<file path="src/rtl/split_solve_sched.sv">
// Search scheduler: round-robin arbitration of NREQ requesters onto one shared
// constraint checker, walking an LFSR candidate stream per request.
module split_solve_sched #(
    parameter int               WIDTH     = 11,
    parameter int               NREQ      = 4,
    parameter int               MAX_TRIES = 1024,
    parameter logic [WIDTH-1:0] SEED      = {{(WIDTH-1){1'b0}}, 1'b1}
) (
    input  logic                           clk,
    input  logic                           rst,
    input  logic [NREQ-1:0]                req,
    output logic [NREQ-1:0]                gnt,
    output logic                           rsp_valid,
    output logic                           rsp_ok,
    output logic [WIDTH-1:0]               rsp_value,
    output logic [$clog2(NREQ)-1:0]        rsp_id,
    output logic [WIDTH-1:0]               cand,
    output logic                           cand_valid,
    input  logic                           chk_pass,
    output logic                           busy,
    output logic [$clog2(MAX_TRIES+1)-1:0] tries
);
    localparam int               IW       = $clog2(NREQ);
    localparam int               TW       = $clog2(MAX_TRIES + 1);
    localparam logic [WIDTH-1:0] ONE      = {{(WIDTH-1){1'b0}}, 1'b1};
    localparam logic [WIDTH-1:0] SEED_EFF = (SEED == '0) ? ONE : SEED;
    localparam logic [TW-1:0]    TRY_LAST = TW'(MAX_TRIES - 1);
    localparam logic [IW-1:0]    ID_LAST  = IW'(NREQ - 1);

    typedef enum logic [1:0] {S_IDLE, S_SEARCH, S_RESP} state_t;

    state_t          r_state;
    state_t          w_state_next;
    logic [WIDTH-1:0] r_lfsr;
    logic [WIDTH-1:0] w_lfsr_next;
    logic [IW-1:0]    r_ptr;
    logic [IW-1:0]    r_id;
    logic [TW-1:0]    r_tries;
    logic [WIDTH-1:0] r_rsp_value;
    logic             r_rsp_ok;
    logic             w_any;
    logic [IW-1:0]    w_pick;
    int               w_idx;
    logic             w_last_try;

    assign w_lfsr_next = {r_lfsr[WIDTH-2:0], r_lfsr[WIDTH-1] ^ r_lfsr[WIDTH-3]};
    assign w_last_try  = (r_tries == TRY_LAST);

    // Scan downward so the lowest offset from the pointer is the final winner.
    always_comb begin
        w_any  = 1'b0;
        w_pick = '0;
        w_idx  = 0;
        for (int i = NREQ - 1; i >= 0; i--) begin
            w_idx = int'(r_ptr) + i;
            if (w_idx >= NREQ) begin
                w_idx = w_idx - NREQ;
            end
            if (req[w_idx]) begin
                w_any  = 1'b1;
                w_pick = IW'(w_idx);
            end
        end
    end

    always_ff @(posedge clk) begin
        if (rst) begin
            r_state <= S_IDLE;
        end else begin
            r_state <= w_state_next;
        end
    end

    always_comb begin
        w_state_next = r_state;
        case (r_state)
            S_IDLE:   if (w_any) w_state_next = S_SEARCH;
            S_SEARCH: if (chk_pass || w_last_try) w_state_next = S_RESP;
            S_RESP:   w_state_next = S_IDLE;
            default:  w_state_next = S_IDLE;
        endcase
    end

    // The LFSR advances on every failed candidate, including the last one of a
    // timed-out search, and is never reseeded between requests.
    always_ff @(posedge clk) begin
        if (rst) begin
            r_lfsr      <= SEED_EFF;
            r_ptr       <= '0;
            r_id        <= '0;
            r_tries     <= '0;
            r_rsp_value <= '0;
            r_rsp_ok    <= 1'b0;
        end else begin
            case (r_state)
                S_IDLE: begin
                    if (w_any) begin
                        r_id    <= w_pick;
                        r_tries <= '0;
                    end
                end
                S_SEARCH: begin
                    if (chk_pass) begin
                        r_rsp_value <= r_lfsr;
                        r_rsp_ok    <= 1'b1;
                    end else begin
                        r_lfsr <= w_lfsr_next;
                        if (w_last_try) begin
                            r_rsp_value <= r_lfsr;
                            r_rsp_ok    <= 1'b0;
                        end else begin
                            r_tries <= r_tries + 1'b1;
                        end
                    end
                end
                S_RESP: begin
                    r_ptr <= (r_id == ID_LAST) ? '0 : r_id + 1'b1;
                end
                default: ;
            endcase
        end
    end

    always_comb begin
        cand_valid = (r_state == S_SEARCH);
        cand       = (r_state == S_SEARCH) ? r_lfsr : '0;
        rsp_valid  = (r_state == S_RESP);
        rsp_id     = (r_state == S_RESP) ? r_id : '0;
        busy       = (r_state != S_IDLE);
    end

    for (genvar gi = 0; gi < NREQ; gi++) begin : g_gnt
        assign gnt[gi] = (r_state == S_RESP) && (r_id == IW'(gi));
    end

    assign rsp_value = r_rsp_value;
    assign rsp_ok    = r_rsp_ok;
    assign tries     = r_tries;

endmodule

</file>
<file path="config.mk">
export PLATFORM = sky130hd
export DESIGN_NAME = split_solve_sched
export DESIGN_NICKNAME = d
export VERILOG_FILES = /design/src/rtl/split_solve_sched.sv
export SDC_FILE = /design/constraint.sdc
export NUM_CORES = 1
export LEC_CHECK = 0
export CAP_MARGIN = 20
export CORE_ASPECT_RATIO = 1.1
export CORE_UTILIZATION = 28
export CTS_CLUSTER_DIAMETER = 60
export DETAILED_ROUTE_END_ITERATION = 7
export PLACE_DENSITY = 0.46
export SKIP_CTS_REPAIR_TIMING = 1
export SLEW_MARGIN = 40
export SYNTH_ARGS = -nofsm -noshare
export SYNTH_HDL_FRONTEND = slang
export SYNTH_SLANG_ARGS = --single-unit
export TNS_END_PERCENT = 5
</file>
<file path="constraint.sdc">
create_clock -name clk -period 2.6 [get_ports clk]
set_clock_uncertainty 0.15 [all_clocks]
set_input_delay 0.65 -clock clk [delete_from_list [all_inputs] [get_ports clk]]
set_output_delay 0.65 -clock clk [all_outputs]
set_load 0.02 [all_outputs]
</file>
# --- Yosys cells after proc, flatten, opt, wreduce, memory -nomap -nowiden ---
# Index checks and enable logic that the tools add are counted.
op_classes:
  add_sub_neg: 9
  n_lt_le_gt_ge: 8
  n_eq_ne: 10
  muxes: 38
  bitwise_logic: 2
  n_reduce_logical: 15
ops:
  columns: ["cell", "count"]
  rows:
  - ["$lt A32 B4 Y1 const B", 4]
  - ["$mux W32", 4]
  - ["$mux W11", 6]
  - ["$pmux W11 S2", 1]
  - ["$mux W2", 8]
  - ["$mux W1", 14]
  - ["$sub A3 B3 Y4 const B", 3]
  - ["$add A11 B1 Y11 const B", 1]
  - ["$eq A11 B10 Y1 const B", 1]
  - ["$ge A3 B3 Y1 const B", 3]
  - ["$bmux W1 S2", 4]
  - ["$reduce_and A2 Y1", 4]
  - ["$add A2 B2 Y3 const B", 2]
  - ["$eq A2 B2 Y1 const B", 3]
  - ["$ne A2 B2 Y1 const B", 3]
  - ["$reduce_bool A2 Y1", 3]
  - ["$eq A2 B1 Y1 const B", 2]
  - ["$logic_and A1 B1 Y1", 4]
  - ["$logic_not A2 Y1", 2]
  - ["$pmux W2 S2", 1]
  - ["$reduce_and A4 Y1", 1]
  - ["$sub A2 B3 Y4 const B", 1]
  - ["$add A2 B1 Y3 const B", 1]
  - ["$ge A2 B3 Y1 const B", 1]
  - ["other kinds (5)", 5]
totals:
  register_bits: 40

# --- Depth between registers and ports, before layout ---
# Gate-level depths: netlist of run 1.
depth:
  depth_word: 12
  depth_mapped: 6
  mapped_depth_nobuf: 5

# --- Worst setup path after synthesis of run 1 ---
# OpenSTA, ideal clock, no wires.
synth_path:
  path_kind: "register -> output"
  start: "register r_state[1]"
  end: "output cand[1]"
  arrival_ps: 1223
  t_required_ps: 1800
  slack_ps: 577
  path_stages_with_launch: 5
  path_buffers: 1
  cell_sequence: "dfxtp_1 > nand2b_1 > inv_2 > clkbuf_1 > and2_1"
synth_via:
  elab_chain_len: 2
synth_rtl:
  columns: ["item", "line_no", "source"]
  rows:
  - ["from (decl)", "32", "state_t r_state;"]
  - ["from (signal assigned)", "70", "r_state <= w_state_next;"]
  - ["$eq A2 B1 Y1", null, null]
  - ["via cand_valid", "18", "output logic cand_valid,"]
  - ["$mux W11", "126", "cand = (r_state == S_SEARCH) ? r_lfsr : '0;"]
  - ["to (decl)", "17", "output logic [WIDTH-1:0] cand,"]
# The timed path passes the listed nets, and every way through them passes these cells.

# --- Worst setup path after layout of run 1 ---
layout_path:
  start: "register r_state[1]"
  end: "output cand_valid"
layout_via:
  elab_chain_len: 1
layout_rtl:
  columns: ["item", "line_no", "source"]
  rows:
  - ["$eq A2 B1 Y1", "125", "cand_valid = (r_state == S_SEARCH);"]
  - ["to (decl)", "18", null]
# No other way between the ends.

==> results of run 1 <==
[state kept, by name, indices dropped and copies added, names as in the netlist]
signal,count
rsp_value,11
tries,11
r_id,2
rsp_ok,1
r_ptr,2
r_state,2
r_lfsr,11
[layout make-up]
type / instances / area share [%]
well taps: 85 / 3.764
inverters: 12 / 1.771
clock inverters: 2 / 1.373
flip-flops and latches: 40 / 28.43
repair buffers: 60 / 21.79
clock buffers: 6 / 2.923
multi-input cells: 184 / 39.95
[report_power, final]
part	switching, mW	internal [mW]	total (mW)	leakage (nW)
Sequential	0.0129	0.624	0.637	0.324
Clock	0.225	0.314	0.539	0.0614
Combinational	0.105	0.0666	0.171	0.897
[logic make-up (layout without fill, tap and decap cells)]
family	after synthesis	in the layout	synth area share, %
and+or+nand+nor	101	101	26.63
AOI/OAI and AO/OA	75	75	24.01
DFF	40	40	39.10
buffers and inverters	27	80	5.803
adders and majority gates	5	5	3.054
muxes	2	2	0.9774
xor gates and xnor gates	1	1	0.4277
[cells in the final DEF, fill, tap and decap left out, types with 5 or more instances in the layout]
cell              n
a21oi_1          27
a31oi_1           7
and2_1           18
buf_4            11
clkbuf_8          6
clkdlybuf4s50_1  32
dfxtp_1          38
dlymetal6s2s_1   17
ha_1              5
inv_1            11
nand2_1          29
nand3_1          15
nor2_1           10
nor2b_1           6
o21ai_0          11
o21ai_1           5
o32ai_1           5
[through the flow]
stage | setup WS, ps | TNS [ps] | util, %
floorplan | 577.3 | 0 | -
global placement | 272.1 | 0 | 37.66
detailed placement | 249.7 | 0 | 37.66
CTS | -92.33 | -864.8 | 39.38
global route | 101.2 | 0 | 40.09
finish | 188.3 | 0 | 40.09
[worst reg2reg max path, cell delays in order (launching register included)]
cell and delay [ps]:
dfxtp_1 440, ha_1 250, nand3_2 200, o41ai_4 480, a21oi_2 200, a32o_1 280
[layer usage]
metal	GRT usage (%)	wire length, um
met1	20.93	2785
met2	23.63	2634
met3	2.790	252
met4	4.661	51
met5	0	0
[final timing paths]
kind | to | cells after the start | startpoint
min | rsp_ok$_SDFFE_PP0P_ | 2 | rsp_ok$_SDFFE_PP0P_
max | cand_valid | 3 | r_state[1]$_SDFFE_PP0P_
max reg2reg | tries[9]$_SDFFE_PP0P_ | 5 | tries[0]$_SDFFE_PP0P_
min reg2reg | rsp_ok$_SDFFE_PP0P_ | 2 | rsp_ok$_SDFFE_PP0P_
==> summary.txt, run 1 <==
Outcome
  • Status: complete, no violations

Floorplan
  • Die width: 83.55 um
  • Core area: 0.007047 sq mm
  • I/O pins: 50
  • Full die area: 0.007661 sq mm
  • Die height: 91.70 um
  • Site Rows: 32
  • Starting Density: 29.07%

Timing
  • Hold Violations, Final: 0
  • Relative slew slack: 72.31%
  • Minimum clock period: 2412 ps
  • Worst hold margin: 327.3 ps
  • Tcrit/Tclk final: 92.76%
  • Achievable Freq: 0.4146 GHz
  • Final setup violating endpoints: 0
  • Unrepaired setup endpoints after global routing: no
  • Final Max Slew Viols: 0
  • Worst-Margin Slew: 415.3 ps

Finish
  • Multi-input logic area: 0.001129 sq mm
  • Register area: 803.3 sq um
  • Diode count: 0
  • Layout cells sized above 1: 10.20%
  • Area growth syn-to-layout: 37.94%
  • Fillcell total: 753
  • Post-Layout Cell Count: 389
  • Post-layout net count: 315
  • Design Area, Final: 0.002825 sq mm

Clock tree
  • Cts bufs inserted: 5
  • CTS tree: done
  • Clock transition at path regs: 80 ps
  • Root Driver: clkbuf_8
  • Sink Count: 40
  • Max clock buf depth: 2
  • H-Tree Depth: 2
  • Clk_lat worst skew: 290 ps

Min path
  • Hold Path Class: reg -> reg

Synthesis
  • Most frequent cells after synthesis: dfxtp_1, nand2_1, a21oi_1
  • #FFs+latches synth: 40
  • Yosys warning count: 0
  • Avg Cell Area, Syn: 8.160 sq um
  • Most area-consuming cells after synthesis: dfxtp_1, a21oi_1, and2_1
  • Synth Instances: 251
  • Top cell type by total area after synthesis: dfxtp_1
  • Post-synth EDFFs: 0
  • Syn nets: 263
  • Synth unique cells: 48
  • Yosys top cell area share: 39.10%
  • Synthesized area: 0.002048 sq mm
  • Most common cell in the netlist: dfxtp_1
  • Register area share after synthesis: 39.10%
  • Top_reg_cell synth: dfxtp_1
  • Ys async rst share: 0%

Route
  • Vias: 1,984
  • Via/cell ratio: 5.100
  • Antenna-violating nets left: 0
  • Final wirelength: 5.724 mm
  • Drt drc: 0
  • TritonRoute pass-1 iters: 4
  • Drt initial violations: 67
  • DR WL/cell: 14.71 um

Placement
  • Detailed Place HPWL: 4.080 mm
  • Placed Area: 0.002654 sq mm
  • Placer congestion estimate: 0.7346
  • PortBufs: 49
  • Placed cells: 381

Critical path
  • CP Class: reg -> out
  • Worst path max stage delay: 620 ps
  • Slowest CP cell: clkdlybuf4s50_1
  • Critical Path Start Type: flip-flop
  • Reg2Reg Setup Slack: 490 ps
  • Data arrival, critical path: 1610 ps
  • Top Family by Delay on Critical Path: buffers and inverters
  • Critical-path cell list: nand2b_1 > clkinv_4 > clkdlybuf4s50_1
  • Bufs and invs on worst path: 2
  • CP Max Fanout: 22
  • Setup crit end kind: output port
  • Critical Path RT: 1800 ps

GRT
  • Largest net degree at the start of global routing: 26
  • First-pass GRT wire length: 9.294 mm
  • Congestion Overflow GR: 0
  • GR Util All Layers: 15.06%
  • Antenna violations before repair: 0
  • Vias in the first global route: 1,823

Run
  • Maxcap violations: 0

Pwr
  • Pleak: 1.283 nW
  • Total Power: 1.347 mW
  • Peak supply drop: 0.0002153 V
  • P per Cell Area: 476.9 mW/mm^2
Note: power is estimated with default switching activity, not from simulation.
==> run 2: changes to the inputs <==
Settings changed: HOLD_SLACK_MARGIN from default to 0.02.
==> results of run 2 <==
The final DEF is identical to that of run 1; final timing and power are the same.
